## config.mk

```make
export PLATFORM = sky130hd
export DESIGN_NAME = reg_bridge
export DESIGN_NICKNAME = d
export VERILOG_FILES = /design/src/rtl/reg_bridge_pkg.sv /design/src/rtl/reg_bridge_cmd_fifo.sv /design/src/rtl/reg_bridge.sv
export SDC_FILE = /design/constraint.sdc
export NUM_CORES = 1
export LEC_CHECK = 0
export ABC_AREA = 1
export ABC_CLOCK_PERIOD_IN_PS = 4400
export BUFFER_PORTS_ARGS = -buffer_cell sky130_fd_sc_hd__buf_2
export CORE_ASPECT_RATIO = 1.4
export CORE_MARGIN = 8
export CORE_UTILIZATION = 50
export CTS_CLUSTER_SIZE = 16
export DETAILED_ROUTE_END_ITERATION = 12
export GPL_ROUTABILITY_DRIVEN = 0
export PLACE_DENSITY_LB_ADDON = 0.1
export SETUP_SLACK_MARGIN = 0.3
export SYNTH_ARGS = -nofsm -noshare
export SYNTH_HDL_FRONTEND = slang
export SYNTH_SLANG_ARGS = --single-unit
```

## constraint.sdc

```tcl
create_clock -name i_clk -period 4.4 [get_ports i_clk]
set_clock_uncertainty 0.1 [all_clocks]
set_input_delay 0.22 -clock i_clk [delete_from_list [all_inputs] [get_ports i_clk]]
set_output_delay 0.22 -clock i_clk [all_outputs]
set_load 0.05 [all_outputs]
```

## src/rtl/reg_bridge_pkg.sv

```systemverilog
// Shared definitions for reg_bridge: register-port opcodes, FSM encoding, command record.
// The command record grows by one poll bit when REG_BRIDGE_POLL_EN is defined.
package reg_bridge_pkg;

  localparam logic [1:0] CTL_NOP   = 2'h0;
  localparam logic [1:0] CTL_READ  = 2'h1;
  localparam logic [1:0] CTL_WRITE = 2'h2;

  localparam int ADDR_W = 32;
  localparam int DATA_W = 32;

  typedef enum logic [1:0] {
    ST_IDLE,
    ST_ISSUE,
    ST_WAIT,
    ST_RESP
  } state_e;

  typedef struct packed {
`ifdef REG_BRIDGE_POLL_EN
    logic              poll;
`endif
    logic              write;
    logic [ADDR_W-1:0] addr;
    logic [DATA_W-1:0] data;
  } cmd_t;

  localparam int CMD_W = $bits(cmd_t);

  function automatic logic [1:0] op_ctl(input logic write);
    return write ? CTL_WRITE : CTL_READ;
  endfunction

endpackage

```

## src/rtl/reg_bridge_cmd_fifo.sv

```systemverilog
// Synchronous DEPTH-entry command FIFO; head visible combinationally, 1-cycle write-to-read.
// Backpressure: o_full blocks pushes; pointers carry an extra wrap bit.
module cmd_fifo #(
  parameter int DEPTH = 4,
  parameter int WIDTH = 65
) (
  input  logic             i_clk,
  input  logic             i_rst,
  input  logic             i_push,
  input  logic [WIDTH-1:0] i_din,
  input  logic             i_pop,
  output logic [WIDTH-1:0] o_dout,
  output logic             o_full,
  output logic             o_empty
);

  localparam int AW = $clog2(DEPTH);

  logic [AW:0]      wr_ptr_q, wr_ptr_d;
  logic [AW:0]      rd_ptr_q, rd_ptr_d;
  logic [WIDTH-1:0] mem_q [DEPTH];
  logic [WIDTH-1:0] mem_d [DEPTH];
  logic             do_push;
  logic             do_pop;

  assign o_empty = (wr_ptr_q == rd_ptr_q);
  assign o_full  = (wr_ptr_q[AW] != rd_ptr_q[AW]) &&
                   (wr_ptr_q[AW-1:0] == rd_ptr_q[AW-1:0]);
  assign o_dout  = mem_q[rd_ptr_q[AW-1:0]];

  assign do_push = i_push && !o_full;
  assign do_pop  = i_pop && !o_empty;

  always_comb begin
    wr_ptr_d = wr_ptr_q;
    rd_ptr_d = rd_ptr_q;
    mem_d    = mem_q;
    if (do_push) begin
      mem_d[wr_ptr_q[AW-1:0]] = i_din;
      wr_ptr_d = wr_ptr_q + 1'b1;
    end
    if (do_pop) begin
      rd_ptr_d = rd_ptr_q + 1'b1;
    end
  end

  always_ff @(posedge i_clk) begin
    if (!i_rst) begin
      wr_ptr_q <= '0;
      rd_ptr_q <= '0;
    end else begin
      wr_ptr_q <= wr_ptr_d;
      rd_ptr_q <= rd_ptr_d;
    end
  end

  // Storage needs no reset: the pointers alone define which entries are live.
  always_ff @(posedge i_clk) begin
    mem_q <= mem_d;
  end

endmodule

```

## src/rtl/reg_bridge.sv

```systemverilog
// Host command sequencer onto the ctl/addr/data register port; one op in flight, write rsp at N+3, read at N+3+RD_LAT.
// Commands stall when the FIFO is full; a response holds until i_rsp_ready. Poll reads with REG_BRIDGE_POLL_EN.
module reg_bridge
  import reg_bridge_pkg::*;
#(
  parameter int DEPTH    = 4,
  parameter int RD_LAT   = 1,
  parameter int POLL_MAX = 255
) (
  input  logic              i_clk,
  input  logic              i_rst,
  input  logic              i_cmd_valid,
  output logic              o_cmd_ready,
  input  logic              i_cmd_write,
  input  logic [ADDR_W-1:0] i_cmd_addr,
  input  logic [DATA_W-1:0] i_cmd_data,
`ifdef REG_BRIDGE_POLL_EN
  input  logic              i_cmd_poll,
  output logic              o_rsp_tmo,
`endif
  output logic              o_rsp_valid,
  input  logic              i_rsp_ready,
  output logic [DATA_W-1:0] o_rsp_data,
  output logic              o_rsp_write,
  output logic [1:0]        o_reg_ctl,
  output logic [ADDR_W-1:0] o_reg_addr,
  output logic [DATA_W-1:0] o_reg_data,
  input  logic [DATA_W-1:0] i_reg_data,
  output logic              o_busy
);

  cmd_t             cmd_in;
  cmd_t             cmd_head;
  logic [CMD_W-1:0] fifo_dout;
  logic             fifo_full;
  logic             fifo_empty;
  logic             fifo_pop;

  state_e            state_q, state_d;
  cmd_t              cmd_q, cmd_d;
  logic [2:0]        cnt_q, cnt_d;
  logic [1:0]        ctl_q, ctl_d;
  logic [ADDR_W-1:0] addr_q, addr_d;
  logic [DATA_W-1:0] wdata_q, wdata_d;
  logic              rsp_valid_q, rsp_valid_d;
  logic [DATA_W-1:0] rsp_data_q, rsp_data_d;
  logic              rsp_write_q, rsp_write_d;

`ifdef REG_BRIDGE_POLL_EN
  localparam int PCW = $clog2(POLL_MAX + 1);
  logic [PCW-1:0] poll_cnt_q, poll_cnt_d;
  logic           rsp_tmo_q, rsp_tmo_d;
`endif

  always_comb begin
    cmd_in       = '0;
    cmd_in.write = i_cmd_write;
    cmd_in.addr  = i_cmd_addr;
    cmd_in.data  = i_cmd_data;
`ifdef REG_BRIDGE_POLL_EN
    cmd_in.poll  = i_cmd_poll;
`endif
  end

  assign cmd_head = cmd_t'(fifo_dout);

  cmd_fifo #(
    .DEPTH (DEPTH),
    .WIDTH (CMD_W)
  ) u_cmd_fifo (
    .i_clk   (i_clk),
    .i_rst   (i_rst),
    .i_push  (i_cmd_valid),
    .i_din   (cmd_in),
    .i_pop   (fifo_pop),
    .o_dout  (fifo_dout),
    .o_full  (fifo_full),
    .o_empty (fifo_empty)
  );

  always_comb begin
    state_d     = state_q;
    cmd_d       = cmd_q;
    cnt_d       = cnt_q;
    ctl_d       = CTL_NOP;
    addr_d      = addr_q;
    wdata_d     = wdata_q;
    rsp_valid_d = rsp_valid_q;
    rsp_data_d  = rsp_data_q;
    rsp_write_d = rsp_write_q;
    fifo_pop    = 1'b0;
`ifdef REG_BRIDGE_POLL_EN
    poll_cnt_d  = poll_cnt_q;
    rsp_tmo_d   = rsp_tmo_q;
`endif
    case (state_q)
      ST_IDLE: begin
        if (!fifo_empty) begin
          fifo_pop = 1'b1;
          cmd_d    = cmd_head;
          state_d  = ST_ISSUE;
`ifdef REG_BRIDGE_POLL_EN
          poll_cnt_d = '0;
`endif
        end
      end
      ST_ISSUE: begin
        ctl_d   = op_ctl(cmd_q.write);
        addr_d  = cmd_q.addr;
        wdata_d = cmd_q.data;
        if (cmd_q.write) begin
          state_d = ST_RESP;
        end else begin
          cnt_d   = 3'(RD_LAT);
          state_d = ST_WAIT;
        end
      end
      ST_WAIT: begin
        if (cnt_q != 3'd0) begin
          cnt_d = cnt_q - 3'd1;
        end else begin
`ifdef REG_BRIDGE_POLL_EN
          if (cmd_q.poll && !i_reg_data[0] && (poll_cnt_q != PCW'(POLL_MAX))) begin
            poll_cnt_d = poll_cnt_q + 1'b1;
            state_d    = ST_ISSUE;
          end else begin
            rsp_data_d  = i_reg_data;
            rsp_write_d = 1'b0;
            rsp_tmo_d   = cmd_q.poll && !i_reg_data[0];
            rsp_valid_d = 1'b1;
            state_d     = ST_RESP;
          end
`else
          rsp_data_d  = i_reg_data;
          rsp_write_d = 1'b0;
          rsp_valid_d = 1'b1;
          state_d     = ST_RESP;
`endif
        end
      end
      ST_RESP: begin
        // Writes arrive here without a response yet; reads arrive with it already raised.
        if (!rsp_valid_q) begin
          rsp_valid_d = 1'b1;
          rsp_data_d  = '0;
          rsp_write_d = 1'b1;
`ifdef REG_BRIDGE_POLL_EN
          rsp_tmo_d   = 1'b0;
`endif
        end else if (i_rsp_ready) begin
          rsp_valid_d = 1'b0;
          state_d     = ST_IDLE;
        end
      end
      default: state_d = ST_IDLE;
    endcase
  end

  always_ff @(posedge i_clk) begin
    if (!i_rst) begin
      state_q     <= ST_IDLE;
      cmd_q       <= '0;
      cnt_q       <= '0;
      ctl_q       <= CTL_NOP;
      addr_q      <= '0;
      wdata_q     <= '0;
      rsp_valid_q <= 1'b0;
      rsp_data_q  <= '0;
      rsp_write_q <= 1'b0;
`ifdef REG_BRIDGE_POLL_EN
      poll_cnt_q  <= '0;
      rsp_tmo_q   <= 1'b0;
`endif
    end else begin
      state_q     <= state_d;
      cmd_q       <= cmd_d;
      cnt_q       <= cnt_d;
      ctl_q       <= ctl_d;
      addr_q      <= addr_d;
      wdata_q     <= wdata_d;
      rsp_valid_q <= rsp_valid_d;
      rsp_data_q  <= rsp_data_d;
      rsp_write_q <= rsp_write_d;
`ifdef REG_BRIDGE_POLL_EN
      poll_cnt_q  <= poll_cnt_d;
      rsp_tmo_q   <= rsp_tmo_d;
`endif
    end
  end

  assign o_cmd_ready = !fifo_full;
  assign o_rsp_valid = rsp_valid_q;
  assign o_rsp_data  = rsp_data_q;
  assign o_rsp_write = rsp_write_q;
  assign o_reg_ctl   = ctl_q;
  assign o_reg_addr  = addr_q;
  assign o_reg_data  = wdata_q;
  assign o_busy      = !fifo_empty || (state_q != ST_IDLE);
`ifdef REG_BRIDGE_POLL_EN
  assign o_rsp_tmo   = rsp_tmo_q;
`endif

endmodule
```

* After elaboration in Yosys (flattened, before gate mapping)
Cells that the tools add are included.
** Cells by class
- Add/sub/neg operators :: 3
- Multiply operators :: 0
- Div/mod/pow operators :: 0
- Order comparisons :: 3
- Equality and inequality tests :: 13
- Shifts and indexed selects :: 0
- Muxes and demuxes :: 28
- Bitwise logic cells :: 3
- Reductions and logical operators :: 18
** Operator list (count)
- 260-bit bitwise mux :: 1
- 65-bit two-way mux :: 3
- 65-bit binary-select mux with 2-bit select :: 1
- 65-bit demux with 2-bit select :: 1
- 32-bit two-way mux :: 2
- 32-bit case mux with 2 select lines :: 1
- 2-bit inequality test (second input constant) :: 7
- 2-bit two-way mux :: 5
- 1-bit two-way mux :: 8
- 2-bit case mux with 4 select lines :: 1
- 3-bit by 1-bit adder with 3-bit output (second input constant) :: 2
- 3-bit >= comparator (second input constant) :: 2
- 3-bit two-way mux :: 2
- 2-bit NOT with 3-bit output :: 2
- 3-bit case mux with 2 select lines :: 1
- 2-bit AND reduction :: 3
- 3-bit AND reduction :: 2
- 2-bit nonzero test :: 3
- 2-bit == test (second input constant) :: 2
- 1-bit logical AND :: 4
- 1-bit case mux with 2 select lines :: 2
- 4-bit AND reduction :: 1
- 3-bit == test :: 1
- 3-bit by 1-bit < comparator with 1-bit output (second input constant) :: 1
- 9 further kinds :: 10
** Storage, ports and cells
- Bits in registers :: 436
- Bits in latches :: 0
- Bits in writable memories :: 0
- ROM bits :: 0
- Output and inout bits :: 102
- Memories :: 0

* Logic depth before layout (Yosys ltp)
- Depth in word-level cells :: 6
- Gate-level depth with buffers :: 11
- Depth with buffers taken out :: 11

* Modules after synthesis
A second synthesis with hierarchy kept.
** Unflattened totals
- Cells, all modules :: 1483
- Area, all modules :: 16233.1 um^2
** By module, submodules not included
- cmd_fifo :: instances 1, cells each 698, area an instance 10008.3 um^2, seq. area each 7927.6 um^2
- reg_bridge :: instances 1, cells each 785, area an instance 6224.7 um^2, seq. area each 3403.3 um^2

* Worst setup path after synthesis
Ideal clock, no wire load.
- Path type :: reg2reg
- Start :: reg u_cmd_fifo.wr_ptr_q[1]
- End :: reg u_cmd_fifo.mem_q[0] in the netlist's numbering, enable pin
- Setup time :: 0.489 ns
- Arrival :: 4.066 ns
- Slack :: -0.255 ns
- Stages on the path, launching flop included :: 7
- Path buffers :: 0
- Clock period less this slack :: 4.655 ns
- Cell sequence :: dfxtp_1 inv_1 nand2_1 nand2_1 nand3_1 nand2_1 nor2_1
** On the way
- Word-level cells in the longest chain between the ends :: 4
** Ends and longest elaborated chain
- start: declaration :: line reg_bridge_cmd_fifo.sv:19 : logic [AW:0] wr_ptr_q, wr_ptr_d;
- start signal: assignment :: line reg_bridge_cmd_fifo.sv:52 : wr_ptr_q <= wr_ptr_d;
- 2-bit == test :: line reg_bridge_cmd_fifo.sv:28 : (wr_ptr_q[AW-1:0] == rd_ptr_q[AW-1:0]);
- 1-bit logical AND :: line reg_bridge_cmd_fifo.sv:27 : assign o_full = (wr_ptr_q[AW] != rd_ptr_q[AW]) &&
- 1-bit zero test
- named net o_cmd_ready :: line reg_bridge.sv:13 : output logic o_cmd_ready,
- 1-bit logical AND :: line reg_bridge_cmd_fifo.sv:31 : assign do_push = i_push && !o_full;
- end signal: assignment :: line reg_bridge_cmd_fifo.sv:59 : mem_q <= mem_d;
- end: declaration :: line reg_bridge_cmd_fifo.sv:21 : logic [WIDTH-1:0] mem_q [DEPTH];
The timed path passes the listed nets, and every way through them passes these cells.
A chain may end at the register's enable or synchronous reset.

* Final worst setup path
- Start :: reg u_cmd_fifo.rd_ptr_q[0]
- End :: reg cmd_q[18] in the netlist's numbering
** On the way
- Word-level cells in the longest chain between the ends :: 4
- Elaborated cells between the ends (all ways) :: 7
- Classes of those cells :: 1 x eq/ne; 3 x mux; 2 x bitwise; 1 x reduce/logical
** Ends and longest elaborated chain
- start: declaration :: line reg_bridge_cmd_fifo.sv:20 : logic [AW:0] rd_ptr_q, rd_ptr_d;
- start signal: assignment :: line reg_bridge_cmd_fifo.sv:53 : rd_ptr_q <= rd_ptr_d;
- 2-bit NOT with 3-bit output (not written as such) :: line reg_bridge_cmd_fifo.sv:29 : assign o_dout = mem_q[rd_ptr_q[AW-1:0]];
- 65-bit binary-select mux with 2-bit select :: line reg_bridge_cmd_fifo.sv:29
- 65-bit two-way mux (not written as such) (2 in a row) :: line reg_bridge_cmd_fifo.sv:29
- end signal: assignment :: line reg_bridge.sv:176 : cmd_q <= cmd_d;
- end: declaration :: line reg_bridge.sv:40 : cmd_t cmd_q, cmd_d;
Parallel ways exist; a longest one is shown, timed or not. The select of a mux whose other input is x is not followed.

==> results.sh <==
export IMPL_cts_tree="built"
export IMPL_period_minus_slack_ns=2.61
export IMPL_setup_viol=0
export IMPL_synth_distinct_cells=25
export IMPL_post_place_ws_ns=1.76
export IMPL_grt_pass1_wl_um=59600
export IMPL_core_rowCount=78
export IMPL_yosys_area_top_type="edfxtp_1"
export IMPL_drv_cap=0
export IMPL_status="finished clean"
export IMPL_dieArea_sq_um=38700
export IMPL_die_w_um=169
export IMPL_cp_depth=6
export IMPL_grt_overflow=0
export IMPL_rsz0062_at_grt="false"
export IMPL_ys_top_cells_by_count="nor2_1 (538), edfxtp_1 (260), o21ai_0 (222)"
export IMPL_h_tree_depth=2
export IMPL_ios=203
export IMPL_first_iter_violations=746
export IMPL_cts_root_buf="clkbuf_16"
export IMPL_worstHoldStart="i_rst"
export IMPL_cp_buffers_inverters=2
export IMPL_antenna_left=0
export IMPL_antenna_cells=0
export IMPL_slew_violations=0
export IMPL_die_height_um=230
export IMPL_coreArea_sq_um=32300
export IMPL_fmax_mhz=383
export IMPL_maxSlewHeadroom_pct=23.4
export IMPL_setup_ws_ns=1.79
export IMPL_syn_cell_area_sq_um=16300
export IMPL_crit_top_cell="o21ai_0"
export IMPL_drc_errors=0
export IMPL_syn2layout_area_growth_pct=22.6
export IMPL_async_flop_share_pct=0
export IMPL_ctsResizeCount=0
export IMPL_r2r_start="u_cmd_fifo.rd_ptr_q[0]"
export IMPL_firstDrtPassIters=5
export IMPL_crit_path_cell_trace="buf_4, inv_4, o21ai_0, nand2_1, o21ai_0, nor2_1"
export IMPL_placed_area_sq_um=17600
export IMPL_arrival_ns=2.94
export IMPL_numPortBuffers=202
export IMPL_worstSetupPathType="register to register"
export IMPL_syn_inst=1588
export IMPL_grt_pass1_vias=11200
export IMPL_ys_warnings_count=0
export IMPL_cp_start_kind="register"
export IMPL_vdd_drop_max_uv=468
export IMPL_stdcell_count=2323
export IMPL_synth_edf_count=260
export IMPL_worstMarginPinSlew_ns=1.15
export IMPL_grt_use_total_pct=19.1
export IMPL_num_fill_cells=2656
export IMPL_hold_path_end="o_reg_addr[31]"
export IMPL_cp_top_family="buffers and inverters"
export IMPL_vias_per_cell=4.97
export IMPL_synth_flop_cell="edfxtp_1"
export IMPL_synthTopCellsByArea="edfxtp_1 (48%), dfxtp_1 (22%), nor2_1 (12%), o21ai_0 (6.8%), nand2_1 (3.6%)"
export IMPL_grt_max_degree=132
export IMPL_slowest_stage="buf_4"
export IMPL_wl_um=37300
export IMPL_antenna_found_initial=0
export IMPL_dp_cells=2148
export IMPL_cellPowerDensity_nw_per_um2=650
export IMPL_finalPower_mw=13.0
export IMPL_place_hpwl_um=20900
export IMPL_cts_sinks=436
export IMPL_final_util_pct=61.9
export IMPL_avgRoutedWirePerCell_um=16.1
export IMPL_cts_made_buffers=41
export IMPL_ys_seq_area_share_pct=69.4
export IMPL_fin_area_sq_um=20000
export IMPL_reg2reg_depth=6
export IMPL_clk_latency_ns=0.55
export IMPL_syn_num_nets=1701
export IMPL_critPathCaptureType="register"
export IMPL_cp_required_ns=4.73
export IMPL_clkSlewWorstSetupHoldPaths_ns=0.06
export IMPL_synth_seq_cells=436
export IMPL_initial_utilization_pct=50.5
export IMPL_r2r_slack_ns=1.79
export IMPL_synth_top_area_share_pct=47.9
export IMPL_vias=11500
export IMPL_syn_area_per_cell_sq_um=10.3
export IMPL_hp_class="primary input to register"
export IMPL_yosysMostFrequentCell="nor2_1"
export IMPL_leakage_nw=8.03
export IMPL_fin_hold_ws_ns=0.286
export IMPL_slowest_delay_ns=0.63
export IMPL_hold_viol_final=0
export IMPL_layout_drive_gt1_share_pct=15.9
export IMPL_cp_max_fo=131
export IMPL_min_path_cells=3
export IMPL_setup_tns_ns=0
export IMPL_timing_rr_end="cmd_q[18]"
export IMPL_finalCritPeriodShare_pct=59.4
export IMPL_cts_buffer_depth=3
export IMPL_finalNetCount=1963
[registers in the layout, indices dropped and copies added, names as in the netlist]
name and cells:
u_cmd_fifo.mem_q 260, o_reg_data 32, state_q 2, o_rsp_data 32
o_reg_ctl 2, o_rsp_valid 1, o_rsp_write 1, cmd_q 65
cnt_q 3, o_reg_addr 32, u_cmd_fifo.wr_ptr_q 3, u_cmd_fifo.rd_ptr_q 3
[worst max-delay path by stage]
stage	startpoint	endpoint	slack [ns]
CTS	u_cmd_fifo.rd_ptr_q[1]	u_cmd_fifo.mem_q[103]	1.75
floorplan	u_cmd_fifo.wr_ptr_q[1]	u_cmd_fifo.mem_q[0]	-0.25
global placement	u_cmd_fifo.rd_ptr_q[1]	u_cmd_fifo.mem_q[76]	1.78
global route	u_cmd_fifo.rd_ptr_q[0]	cmd_q[18]	1.49
detailed placement	u_cmd_fifo.rd_ptr_q[1]	u_cmd_fifo.mem_q[77]	1.76
finish	u_cmd_fifo.rd_ptr_q[0]	cmd_q[18]	1.79
[layout make-up]
class / count / area [sq um] / area share, %
Inverter: 24 / 92.6 / 0.463
Tap cell: 440 / 551 / 2.75
Clock inverter: 25 / 223 / 1.11
Sequential cell: 436 / 11300 / 56.7
Multi-Input combinational cell: 1032 / 4470 / 22.3
Timing Repair Buffer: 315 / 2160 / 10.8
Clock buffer: 51 / 1170 / 5.83
[cell families (layout without fill, tap and decap cells)]
logic type / count (synthesis) / after routing / synth area share, %
XOR/XNOR: 4 / 4 / 0.261
buffers and inverters: 120 / 415 / 3.44
AO/OA/AOI/OAI: 306 / 306 / 9.39
AND/OR/NAND/NOR: 710 / 710 / 16.5
adder cells (fa/ha/maj): 12 / 12 / 0.920
flip-flops: 436 / 436 / 69.4
[per-layer routing]
layer | vias up | global-route usage (%) | part of all wire, %
met5 | - | 0 | 0
met4 | 0 | 5.06 | 1.7
met3 | 49 | 3.41 | 5.0
met2 | 263 | 34.1 | 51
met1 | 5417 | 23.4 | 43
li1 | 5818 | - | -
[tightest hold or removal path, stage by stage]
cell     delay, ns
buf_4         0.40
o21ai_0       0.20
nor2_1        0.05
[where the power goes]
| group | switching (mW) | total [mW] | leakage [nW] | internal (mW) |
|---|---|---|---|---|
| registers | 0.300 | 5.29 | 3.84 | 4.99 |
| clock network | 1.49 | 3.56 | 0.686 | 2.07 |
| logic | 3.07 | 4.14 | 3.50 | 1.07 |
| total | 4.86 | 13.0 | 8.03 | 8.13 |
[cell usage in the layout, fill, tap and decap left out, types with 3 or more instances in the layout]
master	count
inv_2	3
a21oi_1	41
edfxtp_1	260
clkbuf_16	43
buf_12	4
clkinv_2	8
bufinv_16	3
xor2_1	3
ha_1	11
nor2_1	534
clkinv_1	6
clkbuf_8	6
nand2_1	157
clkinv_4	4
o21ai_1	43
buf_2	201
dlygate4sd3_1	99
inv_1	20
nand3_1	7
o21ai_0	222
nor2_4	4
buf_4	11
dfxtp_1	174
[repair_timing]
| item | in CTS | in global routing |
|---|---|---|
| setup buffers | 0 | 0 |
| endpoints found under the hold margin | 294 | 0 |
| hold buffers | 99 | 0 |
(Power assumes the default switching activity.)
